--- config.mk ---
export PLATFORM = sky130hd
export DESIGN_NAME = acc_mem_arbiter
export DESIGN_NICKNAME = d
export VERILOG_FILES = /design/src/rtl/acc_arb_pkg.sv /design/src/rtl/acc_mem_arbiter_rr_arbiter.sv /design/src/rtl/acc_mem_arbiter.sv
export SDC_FILE = /design/constraint.sdc
export NUM_CORES = 1
export LEC_CHECK = 0
export ABC_CLOCK_PERIOD_IN_PS = 3870
export CAP_MARGIN = 15
export CORE_AREA = 2 2 88 90
export CTS_CLUSTER_SIZE = 28
export DETAILED_ROUTE_END_ITERATION = 12
export DIE_AREA = 0 0 90 92
export PLACE_DENSITY_LB_ADDON = 0.3
export SLEW_MARGIN = 25
export SYNTH_ARGS = -nofsm -noshare
export SYNTH_HDL_FRONTEND = slang
export SYNTH_HIERARCHICAL = 1
export SYNTH_SLANG_ARGS = --single-unit
--- constraint.sdc ---
create_clock -name clk -period 3.87 [get_ports clk]
set_clock_uncertainty 0.05 [all_clocks]
set_input_delay 1.161 -clock clk [delete_from_list [all_inputs] [get_ports clk]]
set_output_delay 1.161 -clock clk [all_outputs]
set_load 0.01 [all_outputs]
--- src/rtl/acc_arb_pkg.sv ---
// Shared types and sizing helpers for the accelerator memory arbiter.
// Run-control state encoding and the channel-id width rule live here.
package acc_arb_pkg;

  typedef enum logic [1:0] {
    IDLE = 2'd0,
    RUN  = 2'd1,
    DONE = 2'd2
  } run_state_t;

  localparam int unsigned N_CH_DEFAULT = 2;

  // Channel-id width never drops below one bit, even for a single channel
  function automatic int unsigned id_width(input int unsigned n);
    return (n > 1) ? $clog2(n) : 1;
  endfunction

  localparam int unsigned CH_ID_W = (N_CH_DEFAULT > 1) ? $clog2(N_CH_DEFAULT) : 1;

endpackage

--- src/rtl/acc_mem_arbiter_rr_arbiter.sv ---
// Round-robin arbiter: one-hot grant to the first requester at or after
// the priority pointer, with the pointer advancing past each winner.
module rr_arbiter
  import acc_arb_pkg::*;
#(
  parameter int unsigned N_CH = 2
) (
  input  logic                      clk,
  input  logic                      rst,
  input  logic [N_CH-1:0]           req_i,
  output logic [N_CH-1:0]           gnt_o,
  output logic [id_width(N_CH)-1:0] gnt_id_o
);

  localparam int unsigned IDW = id_width(N_CH);

  logic [IDW-1:0] ptr_q, ptr_d;
  logic           found;
  int unsigned    idx;

  always_comb begin
    gnt_o    = '0;
    gnt_id_o = '0;
    found    = 1'b0;
    idx      = 0;
    // Grant is forced low during reset so nothing reaches memory mid-reset
    if (!rst) begin
      for (int unsigned off = 0; off < N_CH; off++) begin
        idx = 32'(ptr_q) + off;
        if (idx >= N_CH) idx = idx - N_CH;
        if (!found && req_i[idx]) begin
          found       = 1'b1;
          gnt_o[idx]  = 1'b1;
          gnt_id_o    = IDW'(idx);
        end
      end
    end
  end

  always_comb begin
    ptr_d = ptr_q;
    if (found) begin
      if (32'(gnt_id_o) == N_CH - 1) ptr_d = '0;
      else                           ptr_d = gnt_id_o + 1'b1;
    end
  end

  always_ff @(posedge clk or posedge rst) begin
    if (rst) ptr_q <= '0;
    else     ptr_q <= ptr_d;
  end

endmodule

--- src/rtl/acc_mem_arbiter.sv ---
// Shares memory port a between N_CH accelerator channels: round-robin request
// muxing, latency-matched read-data tagging, and start/finish run control.
module acc_mem_arbiter
  import acc_arb_pkg::*;
#(
  parameter int unsigned N_CH         = 2,
  parameter int unsigned ADDR_W       = 16,
  parameter int unsigned DATA_W       = 32,
  parameter int unsigned READ_LATENCY = 1
) (
  input  logic                     clk,
  input  logic                     reset,
  input  logic                     start,
  input  logic [N_CH-1:0]          ch_mask,
  output logic                     finish,
  output logic [N_CH-1:0]          ch_start,
  input  logic [N_CH-1:0]          ch_finish,
  input  logic [N_CH-1:0]          ch_en,
  input  logic [N_CH-1:0]          ch_we,
  input  logic [N_CH*ADDR_W-1:0]   ch_addr,
  input  logic [N_CH*DATA_W-1:0]   ch_dw,
  output logic [N_CH-1:0]          ch_gnt,
  output logic [DATA_W-1:0]        ch_dr,
  output logic [N_CH-1:0]          ch_rvalid,
  output logic                     mem_en,
  output logic                     mem_we,
  output logic [ADDR_W-1:0]        mem_addr,
  output logic [DATA_W-1:0]        mem_dw,
  input  logic [DATA_W-1:0]        mem_dr
);

  localparam int unsigned IDW = id_width(N_CH);

  logic [IDW-1:0] gnt_id;

  rr_arbiter #(.N_CH(N_CH)) u_rr (
    .clk      (clk),
    .rst      (reset),
    .req_i    (ch_en),
    .gnt_o    (ch_gnt),
    .gnt_id_o (gnt_id)
  );

  always_comb begin
    mem_we   = 1'b0;
    mem_addr = '0;
    mem_dw   = '0;
    for (int unsigned i = 0; i < N_CH; i++) begin
      if (ch_gnt[i]) begin
        mem_we   = ch_we[i];
        mem_addr = ch_addr[i*ADDR_W +: ADDR_W];
        mem_dw   = ch_dw[i*DATA_W +: DATA_W];
      end
    end
  end

  assign mem_en = |ch_gnt;

  // Read tags travel alongside the memory latency; writes push an empty slot
  logic           rd_vld_q [READ_LATENCY];
  logic [IDW-1:0] rd_id_q  [READ_LATENCY];

  always_ff @(posedge clk or posedge reset) begin
    if (reset) begin
      for (int unsigned i = 0; i < READ_LATENCY; i++) begin
        rd_vld_q[i] <= 1'b0;
        rd_id_q[i]  <= '0;
      end
    end else begin
      rd_vld_q[0] <= mem_en && !mem_we;
      rd_id_q[0]  <= gnt_id;
      for (int unsigned i = 1; i < READ_LATENCY; i++) begin
        rd_vld_q[i] <= rd_vld_q[i-1];
        rd_id_q[i]  <= rd_id_q[i-1];
      end
    end
  end

  always_comb begin
    ch_rvalid = '0;
    if (rd_vld_q[READ_LATENCY-1]) ch_rvalid[rd_id_q[READ_LATENCY-1]] = 1'b1;
  end

  assign ch_dr = mem_dr;

  run_state_t      state_q, state_d;
  logic            start_q;
  logic [N_CH-1:0] mask_q, mask_d;
  logic [N_CH-1:0] sticky_q, sticky_d;

  always_comb begin
    state_d  = state_q;
    mask_d   = mask_q;
    sticky_d = sticky_q;
    case (state_q)
      IDLE: begin
        if (start && !start_q) begin
          mask_d   = ch_mask;
          sticky_d = '0;
          state_d  = RUN;
        end
      end
      RUN: begin
        sticky_d = sticky_q | (ch_finish & mask_q);
        if ((sticky_q & mask_q) == mask_q) state_d = DONE;
      end
      DONE: begin
        if (!start) begin
          state_d  = IDLE;
          sticky_d = '0;
          mask_d   = '0;
        end
      end
      default: state_d = IDLE;
    endcase
  end

  always_ff @(posedge clk or posedge reset) begin
    if (reset) begin
      state_q  <= IDLE;
      start_q  <= 1'b0;
      mask_q   <= '0;
      sticky_q <= '0;
    end else begin
      state_q  <= state_d;
      start_q  <= start;
      mask_q   <= mask_d;
      sticky_q <= sticky_d;
    end
  end

  assign finish   = (state_q == DONE);
  assign ch_start = (state_q != IDLE) ? mask_q : '0;

endmodule
==> summary.md <==
| Metric | Value |
|---|---|
| Status | `complete, no violations` |
| Area Overhead vs Synth | `120%` |
| Critical Path Fanout Max | `13` |
| CP Class | `primary input to primary output` |
| Asr flop ratio synth | `100%` |
| Place WS | `-0.969 ns` |
| Clk buf depth | `2` |
| Max-Cap Viols | `0` |
| Vias in the first global route | `1782` |
| Top sig layer | `met4` |
| Setup slack after layout | `0.0388 ns` |
| Cts bufs inserted | `3` |
| Met3 wire length | `702 µm` |
| Metal1 wirelength | `2.34 mm` |
| Post-Syn Area | `1290 µm²` |
| Antenna diode count | `0` |
| Hold path cells | `1` |
| Clock-pin transition on the worst setup and hold timing paths | `0.05 ns` |
| Period utilisation layout | `99.0%` |
| TritonCTS clock tree | `done` |
| Max_slew headroom | `76.5%` |
| Total Power | `0.717 mW` |
| RSZ-0062 raised after global routing | `no` |
| Nets | `432` |
| Peak supply drop | `103 µV` |
| Final Wtd Congestion | `0.816` |
| Post-synthesis sequential area ratio | `19.4%` |
| Final wirelength | `6.76 mm` |
| R2R Path End | `rd_vld_q` |
| Tmin final | `3.83 ns` |
| Post-synthesis register bit count | `10` |
| Worst Hold End | `sticky_q[1]` |
| HP Start | `sticky_q[1]` |
| Residual DRC | `0` |
| Ys flop type | `dfrtp_1` |
| DR pass1 iterations | `4` |
| Setup-failing EPs final | `0` |
| Final Hold Violating Endpoints | `0` |
| Skew-Pair Late Insertion Delay | `0.24 ns` |
| Setup TNS | `0 ns` |
| Startpoint Class | `primary input` |
| Vias | `1698` |
| Synth area leader | `a22o_1` |
| Max Freq | `0.261 GHz` |
| H-tree lvl count | `1` |
| Endpoint class of the critical path | `primary output` |
| Max Slew Vio Count | `0` |
| First-pass GRT wire length | `9.94 mm` |
| Clock tree root buffer cell | `clkbuf_8` |
| Die area | `8280 µm²` |
| HP Class | `flop to flop` |
| Syn_nets | `284` |
| Util after Layout | `38.0%` |
| YS warnings | `6` |
| EDFF count, synth | `0` |
| Pwr per Cell Area | `253 nW/µm²` |
| GRT Residual Overflow | `0` |
| Worst EP arrival | `2.62 ns` |
| Leakage | `1.31 nW` |
| ANT nets after route | `0` |
| Core footprint | `7450 µm²` |
| Synth top area share | `32.6%` |
| Worst R2R Start | `u_rr/ptr_q` |
| Starting Density | `17.3%` |
| Critical path required time | `2.66 ns` |
| Num ports | `228` |
| WL met2 | `3.68 mm` |
| Initial antenna violation count | `0` |
| Reg2reg path depth | `10` |
| Pin count of the biggest net entering global routing | `27` |
| IO buf count | `163` |
| Clock Sinks | `10` |
| Die X-Extent | `90 µm` |
| Placed instance area | `2760 µm²` |
| Post-synthesis cell type count | `30` |
| Area contributors post-synth | `a22o_1 33%, dfrtp_1 19%, buf_4 19%, buf_6 5.2%, nor2b_1 2.4%` |
| Post-CTS Hold Buffers | `0` |
| Die Y-Extent | `92 µm` |
| Synth Instances | `145` |
| First DRT Iteration DRCs | `42` |
| Routed vias/inst | `4.31` |
| Synth Area per Inst | `8.89 µm²` |
| Hpwl dp | `4.73 mm` |
| # rows | `32` |
| Layout cells sized above 1 | `28.4%` |
| Cell area after layout | `2830 µm²` |
| Avg WL per Cell | `17.2 µm` |
| Worst-Margin Slew | `0.352 ns` |
| GRT Total Usage | `15.3%` |
| R2R setup slack | `2.05 ns` |
metrics by stage:
stage / std cells / hold WS [ns]
after detailed placement: 370 / 0.442
after global routing: 394 / 0.466
after global placement: 370 / 0.440
final: 394 / 0.452
after CTS: 394 / 0.453
after floorplan: 145 / 0.423
critical path: stages:
cell and delay, ns:
dlygate4sd2_1 0.27, nor2b_4 0.14, a21boi_4 0.14, buf_6 0.12, buf_4 0.13, buf_12 0.14
or2_1 0.23, dlygate4sd2_1 0.29
registers in the layout, summed over array words and instances (netlist names):
name        cells
state_q         2
sticky_q        2
u_rr/ptr_q      1
rd_id_q         1
mask_q          2
rd_vld_q        1
start_q         1
how the worst max path moves through the flow:
stage,slack (ns),to,startpoint
finish,0.04,mem_en,ch_en[1]
global route,0.0008,mem_en,ch_en[1]
CTS,0.01,mem_en,ch_en[1]
detailed placement,-0.97,mem_dw[18],ch_en[0]
global placement,-0.99,mem_dw[18],reset
floorplan,0.37,mem_addr[0],ch_en[1]
synth_stat cells (2+ instances only):
cell / n
a22o_1: 48
buf_4: 32
dfrtp_1: 10
buf_6: 6
nor2b_1: 5
buf_2: 4
inv_1: 4
clkbuf_1: 3
nand2_1: 3
nand2b_1: 3
o21ai_1: 3
a21boi_1: 2
a22oi_1: 2
mux2i_1: 2
nor2_1: 2
o2bb2ai_1: 2
cell usage in the layout (no fill, tap or decap), drive strengths merged:
cell           Yosys  layout
clkdlybuf4s50      0     109
buf               42      70
a22o              48      48
dfrtp             10      10
nor2b              7      10
dlygate4sd2        0       5
clkbuf             3       5
inv                4       4
nand2b             3       3
nand2              3       3
o21ai              3       3
mux2i              2       2
a22oi              2       2
o2bb2ai            2       2
nor2               2       2
a21boi             2       2
and4b              1       1
and2b              1       1
o22a               1       1
o21bai             1       1
nor3               1       1
nand3              1       1
a31oi              1       1
a221oi             1       1
or2                1       1
and2               1       1
a311oi             1       1
a21oi              1       1
timing repair:
item,in CTS,in global routing
resized for setup,208,8
hold endpoints to repair,0,0
setup buffers,15,1
cloned,5,0
pin swaps,1,2
endpoints found under the setup margin,51,18
cell families after synthesis:
kind of cell           Yosys count  share of synthesized area (%)
AO/OA/AOI/OAI                   63                           41.0
buffers and inverters           49                           27.5
flip-flops                      10                           19.4
multiplexers                     2                           1.55
AND/OR/NAND/NOR                 21                           10.6
per-layer routing:
metal	track usage [%]	up-vias
li1	-	814
met1	15.1	770
met2	30.2	110
met3	6.16	4
met4	2.82	0
met5	0	-
power breakdown:
group          internal, mW  leakage (nW)  total, mW  switching, mW
registers             0.136         0.128      0.181         0.0443
clock network        0.0895        0.0288      0.132         0.0426
logic                 0.249          1.15      0.404          0.155
total                 0.475          1.31      0.717          0.242
area by class of cell:
| cell class | instances | area, µm² |
|---|---|---|
| clock buffers | 4 | 55.1 |
| fillers | 791 | 4620 |
| inverters | 4 | 15.0 |
| multi-input cells | 89 | 753 |
| flip-flops and latches | 10 | 250 |
| well taps | 102 | 128 |
| repair buffers | 185 | 1630 |
Power figures use the tool's default switching activity.
